## src/rtl/board_display_scanner.sv

```systemverilog
`default_nettype none
// ============================================================================
// Module      : board_display_scanner
// Description : Double-buffered 16x16 LED row scanner with a 4-digit hex
//               7-segment display of the generation count.
// Revision    : 1.0 - initial release
// ============================================================================
module board_display_scanner #(
    parameter int ROW_DIV   = 50000,
    parameter int DIGIT_DIV = 100000
) (
    input  logic         clk,
    input  logic         reset,
    input  logic [255:0] board_i,
    input  logic [15:0]  gen_cnt_i,
    input  logic         load_valid_i,
    output logic         load_ready_o,
    output logic [15:0]  row_sel_o,
    output logic [15:0]  col_o,
    output logic         frame_done_o,
    output logic [6:0]   seg_o,
    output logic [3:0]   an_o
);

    localparam int c_row_cw   = $clog2(ROW_DIV);
    localparam int c_digit_cw = (DIGIT_DIV > 1) ? $clog2(DIGIT_DIV) : 1;
    localparam logic [c_row_cw-1:0]   c_row_last   = c_row_cw'(ROW_DIV - 1);
    localparam logic [c_digit_cw-1:0] c_digit_last = c_digit_cw'(DIGIT_DIV - 1);

    logic [c_row_cw-1:0]   row_cnt_q, row_cnt_d;
    logic [3:0]            row_q, row_d;
    logic [c_digit_cw-1:0] digit_cnt_q, digit_cnt_d;
    logic [1:0]            digit_q, digit_d;
    logic [255:0]          active_q, active_d, shadow_q, shadow_d;
    logic [15:0]           active_cnt_q, active_cnt_d, shadow_cnt_q, shadow_cnt_d;
    logic                  shadow_full_q, shadow_full_d;
    logic                  ready_d;
    logic [15:0]           row_sel_d, col_d;
    logic                  frame_done_d;
    logic [6:0]            seg_d;
    logic [3:0]            an_d;
    logic                  frame_end;
    logic                  load_fire;

    function automatic logic [6:0] hex7(input logic [3:0] nib);
        case (nib)
            4'h0: hex7 = 7'b1000000;
            4'h1: hex7 = 7'b1111001;
            4'h2: hex7 = 7'b0100100;
            4'h3: hex7 = 7'b0110000;
            4'h4: hex7 = 7'b0011001;
            4'h5: hex7 = 7'b0010010;
            4'h6: hex7 = 7'b0000010;
            4'h7: hex7 = 7'b1111000;
            4'h8: hex7 = 7'b0000000;
            4'h9: hex7 = 7'b0010000;
            4'hA: hex7 = 7'b0001000;
            4'hB: hex7 = 7'b0000011;
            4'hC: hex7 = 7'b1000110;
            4'hD: hex7 = 7'b0100001;
            4'hE: hex7 = 7'b0000110;
            default: hex7 = 7'b0001110;
        endcase
    endfunction

    assign frame_end = (row_q == 4'd15) && (row_cnt_q == c_row_last);
    assign load_fire = load_valid_i && load_ready_o;

    always_comb begin
        row_cnt_d     = row_cnt_q + 1'b1;
        row_d         = row_q;
        digit_cnt_d   = digit_cnt_q + 1'b1;
        digit_d       = digit_q;
        active_d      = active_q;
        active_cnt_d  = active_cnt_q;
        shadow_d      = shadow_q;
        shadow_cnt_d  = shadow_cnt_q;
        shadow_full_d = shadow_full_q;

        if (row_cnt_q == c_row_last) begin
            row_cnt_d = '0;
            row_d     = row_q + 4'd1;
        end
        if (digit_cnt_q == c_digit_last) begin
            digit_cnt_d = '0;
            digit_d     = digit_q + 2'd1;
        end

        // Swap and fill are mutually exclusive: swap needs a full shadow, fill an empty one.
        if (frame_end && shadow_full_q) begin
            active_d      = shadow_q;
            active_cnt_d  = shadow_cnt_q;
            shadow_full_d = 1'b0;
        end
        if (load_fire) begin
            shadow_d      = board_i;
            shadow_cnt_d  = gen_cnt_i;
            shadow_full_d = 1'b1;
        end

        // Outputs are registered images of the state entering the next cycle.
        ready_d      = ~shadow_full_d;
        row_sel_d    = 16'h0001 << row_d;
        col_d        = (row_cnt_d == '0) ? 16'h0000 : active_d[{row_d, 4'b0000} +: 16];
        frame_done_d = (row_d == 4'd15) && (row_cnt_d == c_row_last);
        an_d         = ~(4'b0001 << digit_d);
        seg_d        = hex7(active_cnt_d[{digit_d, 2'b00} +: 4]);
    end

    always_ff @(posedge clk) begin
        if (!reset) begin
            row_cnt_q     <= '0;
            row_q         <= '0;
            digit_cnt_q   <= '0;
            digit_q       <= '0;
            active_q      <= '0;
            active_cnt_q  <= '0;
            shadow_q      <= '0;
            shadow_cnt_q  <= '0;
            shadow_full_q <= 1'b0;
            load_ready_o  <= 1'b0;
            row_sel_o     <= 16'h0001;
            col_o         <= 16'h0000;
            frame_done_o  <= 1'b0;
            an_o          <= 4'b1110;
            seg_o         <= 7'b1000000;
        end else begin
            row_cnt_q     <= row_cnt_d;
            row_q         <= row_d;
            digit_cnt_q   <= digit_cnt_d;
            digit_q       <= digit_d;
            active_q      <= active_d;
            active_cnt_q  <= active_cnt_d;
            shadow_q      <= shadow_d;
            shadow_cnt_q  <= shadow_cnt_d;
            shadow_full_q <= shadow_full_d;
            load_ready_o  <= ready_d;
            row_sel_o     <= row_sel_d;
            col_o         <= col_d;
            frame_done_o  <= frame_done_d;
            an_o          <= an_d;
            seg_o         <= seg_d;
        end
    end

endmodule
`default_nettype wire

```

## config.mk

```make
export PLATFORM = sky130hd
export DESIGN_NAME = board_display_scanner
export DESIGN_NICKNAME = d
export VERILOG_FILES = /design/src/rtl/board_display_scanner.sv
export SDC_FILE = /design/constraint.sdc
export NUM_CORES = 1
export LEC_CHECK = 0
export CAP_MARGIN = 20
export CORE_MARGIN = 1.5
export CORE_UTILIZATION = 40
export CTS_BUF_LIST = sky130_fd_sc_hd__clkbuf_4
export DETAILED_ROUTE_END_ITERATION = 10
export PLACE_DENSITY_LB_ADDON = 0.2
export SYNTH_ARGS = -nofsm -noshare
export SYNTH_HDL_FRONTEND = slang
export SYNTH_SLANG_ARGS = --single-unit
```

## constraint.sdc

```tcl
create_clock -name clk -period 6.5 [get_ports clk]
set_input_delay 1.625 -clock clk [delete_from_list [all_inputs] [get_ports clk]]
set_output_delay 1.625 -clock clk [all_outputs]
set_load 0.1 [all_outputs]
```

==> results.yml <==
clock_tree:
  cts_made_buffers: 166
  cts_hold_buf: 0
  clock_path_buffers: 3
  post-cts-setup-buffers: 0
  root_buffer: "clkbuf_4"
  clk_pin_slew_ps: 60
  cts_tree: "yes"
  cts.sinks: 629
  insertion_delay_ps: 1000
  cts_resized: 0
  htree_levels: 4
power_and_ir_drop:
  switching_share: 0.2429
  p_seq_frac: 0.507
  ir_drop_mv: 0.1584
  power_leakage_nw: 11.61
  intPower_mw: 5.965
  clockPowerShare: 0.436
  power_frac_comb: 0.057
  power_density_nw_per_um2: 257.8
  power_switching_mw: 1.914
layout:
  fillers: 5950
  post-route-util: 0.4961
  final_layout_size_suffix_gt1_frac: 0.1058
  nNetsFinal: 3477
  final_cell_mix: "dfxtp_1 (629), nand2_1 (602), a21oi_1 (390), clkdlybuf4s50_1 (318), clkbuf_4 (241)"
  final_common_cell: "dfxtp_1"
  syn2layout_area_growth_pct: 22.72
global_route:
  grt_max_degree: 195
  track_usage: 0.2472
  grt_pass1_vias: 21589
  grt_pass1_wl_um: 121700
  grt_overflow_total: 0
  antenna_found_initial: 1
sta:
  hold_violations: 0
  rsz0062_at_grt: "no"
  slew_viol_final: 0
  max_freq_ghz: 0.2252
  fin_skew_ps: 63.68
  relSlewSlack: 0.2675
  finalCriticalPeriod_ps: 4440
  hold_slack_ps: 452.0
  fin_crit_sh: 0.6831
  tightest_slew_ps: 1099
  setup_tns_ps: 0
  setup-violations-final: 0
synthesis:
  synth_area_leaders: "dfxtp_1 (51%), nand2_1 (9.1%), a21oi_1 (7.8%)"
  synth_nets: 3208
  yosysSeqAreaShare: 0.5057
  synth-seq-cells: 629
  synth_cell_types: 56
  yosysWarningCount: 0
  yosysTopAreaCell: "dfxtp_1"
  synth_edf_count: 0
  async_flop_share: 0
  yosysTopAreaCellShare: 0.5057
  synth_area_um2: 24900
  synth_area_per_cell_um2: 8.520
  netlist_instances: 2923
  synthFlopType: "dfxtp_1"
drt:
  wl_met2_um: 37630
  wl_met3_um: 4878
  antenna_left: 0
  routedWlPerCell_um: 19.56
  top_layer: "met4"
  dr.first_iter.drc_count: 1786
  viasPerCell: 5.399
  vias: 22389
  post-route-drc-count: 0
  drt_first_pass_iters: 6
  m1WireLength_um: 36060
  routed_wl_um: 81120
worst_setup_path:
  crit_chain: "ha_1, nand3_1, or4_4, o211ai_2, buf_4, a22oi_1, a2111oi_0, mux2i_1, a32o_1"
  slowest_stage: "a2111oi_0"
  worstSetupEndpointType: "register"
  crit_fanout: 22
  worstSetupStartpointType: "register"
  required_ps: 7390
  max_stage_delay_ps: 870
  crit_type: "register to register"
  cp.arrival_ps: 5330
  critPathBufInv: 1
  cp_top_family: "compound AO/OA/AOI/OAI gates"
floorplanning:
  io_pins: 320
  fp.dieArea_um2: 63760
  die_y_um: 252.5
  die_w_um: 252.5
  rows: 91
  start_util: 0.4043
  core_area_um2: 61600
placement:
  gp_congestion: 0.8377
  io_buffers: 319
  hpwl_um: 54420
outcome:
  status: "finished, final reports clean"
worst_hold_path:
  min_path_type: "register to register"
run:
  cap_violations: 0
tightest hold or removal path, cell delays in order (launching register included):
cell and delay [ps]:
dfxtp_1 310, nand2_1 50, a21oi_1 50
power groups by stage:
stage,registers [mW],clock network [mW],logic (mW)
finish,4.00,3.43,0.446
global route,4.00,3.74,0.489
CTS,4.00,3.52,0.450
detailed placement,4.08,0,0.448
global placement,4.08,0,0.442
floorplan,4.06,0,0.203
area by class of cell:
cell class                      count  area (µm²)  share of cell area
Antenna cell                        1       2.502          0.00008188
Sequential cell                   629       12590              0.4120
Tap cell                          837        1047             0.03427
Multi-Input combinational cell   2035       11320              0.3705
Timing Repair Buffer              350        3476              0.1137
Clock buffer                      241        1809             0.05920
Inverter                           10       45.04            0.001474
Clock inverter                     44       266.5            0.008721
path summary, 6_finish.rpt:
check | startpoint | endpoint | slack, ps | cells after the start
worst max-delay path | row_cnt_q[0] | col_o[2] | 2060 | 9
worst min-delay path | active_cnt_q[4] | active_cnt_q[4] | 450 | 2
worst max register to register | row_cnt_q[0] | col_o[2] | 2060 | 9
worst min register to register | active_cnt_q[4] | active_cnt_q[4] | 450 | 2
sequential cells by signal (all words and copies together) (netlist names):
signal / count
active_cnt_q: 16
active_q: 256
an_o: 4
col_o: 16
digit_cnt_q: 17
digit_q: 2
frame_done_o: 1
load_ready_o: 1
row_cnt_q: 16
row_q: 4
row_sel_o: 16
seg_o: 7
shadow_cnt_q: 16
shadow_full_q: 1
shadow_q: 256
per-layer routing:
metal	vias up	track usage
met5	-	0
met4	0	0.1080
met3	140	0.05386
met2	765	0.3956
met1	10701	0.3199
li1	10783	-
stage by stage:
step | area [µm²] | setup slack (ps) | total power, mW | std cells
floorplan | 24900 | 3471 | 4.263 | 2923
global placement | 28470 | 1658 | 4.524 | 3858
detailed placement | 28480 | 2029 | 4.531 | 3861
CTS | 30560 | 2054 | 7.970 | 4146
global route | 30560 | 1850 | 8.228 | 4147
finish | 30560 | 2060 | 7.880 | 4147
cells by family (layout without fill, tap and decap cells):
kind of cell	count (synthesis)	count (layout)	synth area share
buf+inv	259	645	0.04210
xor+xnor	33	33	0.01191
mux	184	184	0.07567
fa+ha+maj	10	10	0.005024
simple gates	1056	1056	0.1823
flops	629	629	0.5057
other cells	0	1	0
compound gates	752	752	0.1774
cell usage after synthesis, drive strengths merged (7+ instances only):
cell,number
o22ai,66
xor2,21
and3,7
nand3,124
nor3,8
inv,9
o21ai,115
ha,10
or3,39
dfxtp,629
mux2,34
nand2,605
a32o,16
xnor2,12
a211oi,8
mux2i,150
nand4,14
nor2,187
a22oi,100
and2,47
o211ai,10
and4,8
clkbuf,185
buf,64
a2111oi,32
a21oi,390
Power figures use the tool's default switching activity.
